`config.mk`:
```
export PLATFORM = sky130hd
export DESIGN_NAME = pe_dot_accum_flat
export DESIGN_NICKNAME = d
export VERILOG_FILES = /design/src/rtl/pe_dot_accum_if.sv /design/src/rtl/pe_dot_accum.sv /design/src/flat_wrapper.sv
export SDC_FILE = /design/constraint.sdc
export NUM_CORES = 1
export LEC_CHECK = 0
export CAP_MARGIN = 10
export CORE_MARGIN = 8
export CORE_UTILIZATION = 61
export CTS_CLUSTER_DIAMETER = 30
export DETAILED_ROUTE_END_ITERATION = 8
export PLACE_DENSITY = 0.86
export SYNTH_ARGS = -nofsm -noshare
export SYNTH_HDL_FRONTEND = slang
export SYNTH_SLANG_ARGS = --single-unit
```
`constraint.sdc`:
```
create_clock -name clock -period 4.2 [get_ports clock]
set_clock_uncertainty 0.05 [all_clocks]
set_input_delay 0.63 -clock clock [delete_from_list [all_inputs] [get_ports clock]]
set_output_delay 0.63 -clock clock [all_outputs]
set_load 0.05 [all_outputs]
```
`src/rtl/pe_dot_accum_if.sv`:
```
// pe_dot_accum_if: dot-result input and sum-set output bundle for pe_dot_accum.
// o_sat is present only when PE_DOT_ACCUM_SAT_EN is defined.
interface pe_dot_accum_if #(
  parameter int NUM_FEATURES     = 2,
  parameter int NUM_FILTERS      = 2,
  parameter int DOT_OUTPUT_WIDTH = 12,
  parameter int ACCUM_WIDTH      = 24,
  parameter int MAX_BURST        = 256
);
  localparam int LANES = NUM_FEATURES * NUM_FILTERS;
  localparam int CW    = $clog2(MAX_BURST + 1);
  logic                              i_valid;
  logic                              i_first;
  logic                              i_last;
  logic [LANES*DOT_OUTPUT_WIDTH-1:0] i_dot_result;
  logic                              i_ready;
  logic                              o_valid;
  logic [LANES*ACCUM_WIDTH-1:0]      o_result;
  logic [CW-1:0]                     o_beats;
  logic                              o_overflow;
  logic                              o_proto_err;
`ifdef PE_DOT_ACCUM_SAT_EN
  logic                              o_sat;
  modport master (output i_valid, i_first, i_last, i_dot_result, i_ready,
                  input  o_valid, o_result, o_beats, o_overflow, o_proto_err, o_sat);
  modport slave  (input  i_valid, i_first, i_last, i_dot_result, i_ready,
                  output o_valid, o_result, o_beats, o_overflow, o_proto_err, o_sat);
`else
  modport master (output i_valid, i_first, i_last, i_dot_result, i_ready,
                  input  o_valid, o_result, o_beats, o_overflow, o_proto_err);
  modport slave  (input  i_valid, i_first, i_last, i_dot_result, i_ready,
                  output o_valid, o_result, o_beats, o_overflow, o_proto_err);
`endif
endinterface

```
`src/rtl/pe_dot_accum.sv`:
```
// pe_dot_accum: per-lane burst accumulation of dot results into a one-deep valid/ready output register.
// Define PE_DOT_ACCUM_SAT_EN for saturating adds and the sticky o_sat flag; otherwise sums wrap.
module pe_dot_accum #(
  parameter int NUM_FEATURES     = 2,
  parameter int NUM_FILTERS      = 2,
  parameter int DOT_OUTPUT_WIDTH = 12,
  parameter int ACCUM_WIDTH      = 24,
  parameter int MAX_BURST        = 256
) (
  input logic          clock,
  input logic          resetn,
  pe_dot_accum_if.slave bus
);
  localparam int L  = NUM_FEATURES * NUM_FILTERS;
  localparam int DW = DOT_OUTPUT_WIDTH;
  localparam int AW = ACCUM_WIDTH;
  localparam int CW = $clog2(MAX_BURST + 1);
  typedef enum logic {IDLE, ACCUM} state_t;
  state_t state, state_nx;
  logic [AW-1:0] acc [L];
  logic [AW-1:0] sum [L];
  logic [CW-1:0] cnt, cnt_nx;
  logic start, cont, done, load, perr_set;
`ifdef PE_DOT_ACCUM_SAT_EN
  logic [AW:0]  raw [L];
  logic [L-1:0] sat_hit;
`endif
  always_ff @(posedge clock or negedge resetn) begin
    if (!resetn) state <= IDLE;
    else         state <= state_nx;
  end
  // A first beat restarts the burst from either state; it is only an error mid-burst.
  always_comb begin
    start    = bus.i_valid & bus.i_first;
    cont     = bus.i_valid & !bus.i_first & (state == ACCUM);
    cnt_nx   = start ? CW'(1) : cnt + CW'(1);
    done     = (start | cont) & (bus.i_last | (cnt_nx == CW'(MAX_BURST)));
    load     = done & (!bus.o_valid | bus.i_ready);
    perr_set = (bus.i_valid & !bus.i_first & (state == IDLE)) | (start & (state == ACCUM)) | (done & !bus.i_last);
    state_nx = (start | cont) ? (done ? IDLE : ACCUM) : state;
  end
  always_comb begin
`ifdef PE_DOT_ACCUM_SAT_EN
    sat_hit = '0;
`endif
    for (int l = 0; l < L; l++) begin
`ifdef PE_DOT_ACCUM_SAT_EN
      raw[l]     = (start ? '0 : {acc[l][AW-1], acc[l]}) + (AW+1)'($signed(bus.i_dot_result[l*DW +: DW]));
      sat_hit[l] = raw[l][AW] ^ raw[l][AW-1];
      sum[l]     = sat_hit[l] ? {raw[l][AW], {(AW-1){!raw[l][AW]}}} : raw[l][AW-1:0];
`else
      sum[l]     = (start ? '0 : acc[l]) + AW'($signed(bus.i_dot_result[l*DW +: DW]));
`endif
    end
  end
  always_ff @(posedge clock or negedge resetn) begin
    if (!resetn) begin
      for (int l = 0; l < L; l++) acc[l] <= '0;
      cnt             <= '0;
      bus.o_valid     <= 1'b0;
      bus.o_result    <= '0;
      bus.o_beats     <= '0;
      bus.o_overflow  <= 1'b0;
      bus.o_proto_err <= 1'b0;
`ifdef PE_DOT_ACCUM_SAT_EN
      bus.o_sat       <= 1'b0;
`endif
    end else begin
      if (start | cont) begin
        for (int l = 0; l < L; l++) acc[l] <= sum[l];
        cnt <= cnt_nx;
      end
      if (load) begin
        bus.o_valid <= 1'b1;
        bus.o_beats <= cnt_nx;
        for (int l = 0; l < L; l++) bus.o_result[l*AW +: AW] <= sum[l];
      end else if (bus.i_ready) begin
        bus.o_valid <= 1'b0;
      end
      bus.o_overflow  <= bus.o_overflow | (done & !load);
      bus.o_proto_err <= bus.o_proto_err | perr_set;
`ifdef PE_DOT_ACCUM_SAT_EN
      bus.o_sat       <= bus.o_sat | ((start | cont) & (|sat_hit));
`endif
    end
  end
endmodule

```
`src/flat_wrapper.sv`:
```
// flat-port wrapper written by rule: the top's interface ports become plain ports
module pe_dot_accum_flat 
#(
  parameter int NUM_FEATURES     = 2,
  parameter int NUM_FILTERS      = 2,
  parameter int DOT_OUTPUT_WIDTH = 12,
  parameter int ACCUM_WIDTH      = 24,
  parameter int MAX_BURST        = 256
)
  (clock, resetn, bus_i_valid, bus_i_first, bus_i_last, bus_i_dot_result, bus_i_ready, bus_o_valid, bus_o_result, bus_o_beats, bus_o_overflow, bus_o_proto_err);
  pe_dot_accum_if #(.NUM_FEATURES(NUM_FEATURES), .NUM_FILTERS(NUM_FILTERS), .DOT_OUTPUT_WIDTH(DOT_OUTPUT_WIDTH), .ACCUM_WIDTH(ACCUM_WIDTH), .MAX_BURST(MAX_BURST)) bus_i ();
  input logic clock;
  input logic resetn;
  input wire logic [$bits(bus_i.i_valid)-1:0] bus_i_valid;
  input wire logic [$bits(bus_i.i_first)-1:0] bus_i_first;
  input wire logic [$bits(bus_i.i_last)-1:0] bus_i_last;
  input wire logic [$bits(bus_i.i_dot_result)-1:0] bus_i_dot_result;
  input wire logic [$bits(bus_i.i_ready)-1:0] bus_i_ready;
  output wire logic [$bits(bus_i.o_valid)-1:0] bus_o_valid;
  output wire logic [$bits(bus_i.o_result)-1:0] bus_o_result;
  output wire logic [$bits(bus_i.o_beats)-1:0] bus_o_beats;
  output wire logic [$bits(bus_i.o_overflow)-1:0] bus_o_overflow;
  output wire logic [$bits(bus_i.o_proto_err)-1:0] bus_o_proto_err;
  assign bus_i.i_valid = bus_i_valid;
  assign bus_i.i_first = bus_i_first;
  assign bus_i.i_last = bus_i_last;
  assign bus_i.i_dot_result = bus_i_dot_result;
  assign bus_i.i_ready = bus_i_ready;
  assign bus_o_valid = bus_i.o_valid;
  assign bus_o_result = bus_i.o_result;
  assign bus_o_beats = bus_i.o_beats;
  assign bus_o_overflow = bus_i.o_overflow;
  assign bus_o_proto_err = bus_i.o_proto_err;
  pe_dot_accum #(.NUM_FEATURES(NUM_FEATURES), .NUM_FILTERS(NUM_FILTERS), .DOT_OUTPUT_WIDTH(DOT_OUTPUT_WIDTH), .ACCUM_WIDTH(ACCUM_WIDTH), .MAX_BURST(MAX_BURST)) u_core (.clock(clock), .resetn(resetn), .bus(bus_i));
endmodule
```
==> impl_metrics.json <==
{
  "wl_per_cell_microns": 17.01,
  "yosysTopAreaCell": "dfrtp_1",
  "grt_pass1_wl_mm": 57.28,
  "ys_types": 61,
  "clk-insertion-delay-late_ns": 0.52,
  "worst_setup_path_end_kind": "register",
  "fmax_mhz": 262.7,
  "maxCapViolCount": 0,
  "die_w_microns": 163.1,
  "drtIter0Drc": 737,
  "fp.coreArea_sq_mm": 0.02155,
  "clkTransAtPathRegs_ns": 0.05,
  "synth-seq-cells": 214,
  "vias": 11945,
  "async_flop_share_pct": 100.0,
  "ant_nets": 0,
  "dpl-instance-area_sq_mm": 0.01519,
  "power.density_mw_per_mm2": 851.0,
  "cp_data_arrival_time_ns": 4.15,
  "switching_share_pct": 43.15,
  "yosysTopAreaCellShare_pct": 40.59,
  "vdd_drop_max_v": 0.0006102,
  "hold_path_class": "in2async",
  "power_frac_seq_pct": 24.5,
  "grt_pass1_vias": 12023,
  "initial_utilization_pct": 61.21,
  "r2r_start": "u_core.acc[49]",
  "holdWs_ns": 0.1011,
  "syn_to_final_growth_pct": 26.89,
  "cp.required_ns": 4.54,
  "fin_crit_sh_pct": 90.63,
  "finalCriticalPeriod_ns": 3.806,
  "row_count": 54,
  "setup_slack_ns": 0.3936,
  "clock-root-buffer": "clkbuf_16",
  "cell_internal_pwr_uw": 8098,
  "viasPerCell": 5.931,
  "rsz0062_at_grt": "no",
  "dp_hpwl_mm": 23.50,
  "drt_first_pass_iters": 5,
  "grt-ovfl-total": 0,
  "htree_levels": 2,
  "utilization_pct": 77.67,
  "slew_headroom_pct": 31.14,
  "gp_congestion": 0.9279,
  "critPathLaunch": "bus_i_valid",
  "avgSynthCellArea_sq_um": 8.600,
  "cp-start-kind": "primary input",
  "io_pins": 162,
  "netlist_area_sq_mm": 0.01319,
  "setup_violations": 0,
  "reg2reg_setup_slack_ns": 1.01,
  "crit_path_max_fanout": 31,
  "cts_buffer_depth": 3,
  "synth-edff-count": 0,
  "die-height_microns": 163.1,
  "final_nets": 1853,
  "final-hold-violation-count": 0,
  "final_area_sq_mm": 0.01674,
  "drv_slew": 0,
  "synth_nets": 1685,
  "synth_ff_type": "dfrtp_1",
  "tightest_slew_ns": 1.007,
  "numClockSinks": 214,
  "cts_tree": "built",
  "combPwrFrac_pct": 50.2,
  "antenna_found_initial": 4,
  "drive_above_1_share_pct": 7.098,
  "grt_max_degree": 104,
  "dieArea_sq_mm": 0.02659,
  "synth_warnings": 0,
  "numCtsBuffers": 46,
  "postCtsSetupBuffers": 0,
  "drc": 0,
  "synth.area.top_cells": "dfrtp_1, ha_1, nand2_1",
  "cts_hold_buf": 0,
  "drt_wl_total_mm": 34.27,
  "critical_path_class": "in2reg",
  "outcome": "completed",
  "p_leak_uw": 0.007698,
  "yosysSeqAreaShare_pct": 40.59,
  "synthCells": 1534,
  "p_sw_uw": 6147,
  "grtUsageTotal_pct": 25.83,
  "port_buffers": 161,
  "post-place-ws_ns": -0.007551,
  "power.share.clock_pct": 25.3,
  "cts_resized": 0
}
-- worst paths after layout --
kind	to	cells after the start
setup / recovery	u_core.acc[71]	13
min in group clock	u_core.acc[19]	2
hold / removal	u_core.acc[80]	1
max in group asynchronous	u_core.acc[6]	2
setup reg to reg	u_core.acc[71]	10
hold reg to reg	u_core.acc[19]	2
-- per-stage QoR --
step            TNS [ns]  power [uW]  std cells
2_1_floorplan          0        8458       1534
3_3_place_gp   -0.002875       10290       1934
3_5_place_dp    -0.01136       10510       1934
4_1_cts                0       14290       2013
5_1_grt                0       15150       2014
6_report               0       14250       2014
-- metal layers --
layer | vias up | GRT usage, % | part of all wire, %
li1 | 5732 | - | -
met3 | 86 | 6.678 | 7.1
met2 | 400 | 44.91 | 50
met1 | 5721 | 30.53 | 41
met5 | - | 0 | 0.11
met4 | 6 | 8.841 | 2.5
-- worst max-delay path: stages --
cell	delay (ns)
clkdlybuf4s50_1	0.51
nand2_2	0.11
buf_4	0.24
and2_1	0.19
ha_1	0.33
a21oi_1	0.15
o21ai_0	0.12
or3_1	0.31
o21ai_1	0.34
nor4_1	0.15
or4_1	0.51
and2_1	0.18
a311oi_1	0.35
-- cell usage after synthesis, types with 13 or more instances --
cell and instances:
a21o_1 39, and2_1 103, nor2_1 61, ha_1 93
o21bai_1 17, xnor2_1 37, dfrtp_1 214, clkbuf_1 56
xor2_1 41, nand2_1 295, nor3_1 20, a31oi_1 14
nand2b_1 17, and3_1 13, a21oi_1 87, o21ai_0 215
nand3_1 28, inv_1 19
-- kinds of logic after synthesis --
kind of cell / Yosys count / share of synthesized area [%]
flip-flops: 214 / 40.59
XOR/XNOR: 79 / 5.349
AO/OA/AOI/OAI: 448 / 19.96
multiplexers: 2 / 0.1612
adder cells (fa/ha/maj): 97 / 9.427
buffers and inverters: 89 / 2.580
AND/OR/NAND/NOR: 605 / 21.93
-- cell type report --
| class | count | area [sq um] |
|---|---|---|
| diodes | 1 | 2.502 |
| clock buffers | 55 | 1236 |
| clock inverters | 24 | 312.8 |
| fillers | 1434 | 4813 |
| inverters | 19 | 71.32 |
| multi-input cells | 1231 | 7527 |
| flip-flops and latches | 214 | 5355 |
| well taps | 280 | 350.3 |
| repair buffers | 190 | 1884 |
-- power groups by stage --
stage,registers (uW),clock network [uW],logic [uW]
global route,3600,3760,7790
detailed placement,3490,0,7020
CTS,3490,3650,7150
floorplan,4990,0,3470
finish,3490,3610,7150
global placement,3470,0,6830
-- cells in the final DEF, fill, tap and decap left out, types with 19 or more instances in the layout --
cell,instances
inv_1,19
xnor2_1,37
and2_1,103
nand3_1,28
xor2_1,41
ha_1,93
nand2_1,294
o21ai_0,215
clkbuf_16,47
a21oi_1,87
dfrtp_1,214
buf_4,25
clkdlybuf4s50_1,160
nor3_1,20
nor2_1,60
a21o_1,39
-- flip-flops by register name, summed over array words and instances, names as in the netlist --
name                    cells
u_core.bus.o_proto_err      1
u_core.bus.o_overflow       1
u_core.bus.o_result        96
u_core.state                1
u_core.cnt                  9
u_core.acc                 96
u_core.bus.o_valid          1
u_core.bus.o_beats          9
Power figures use the tool's default switching activity.
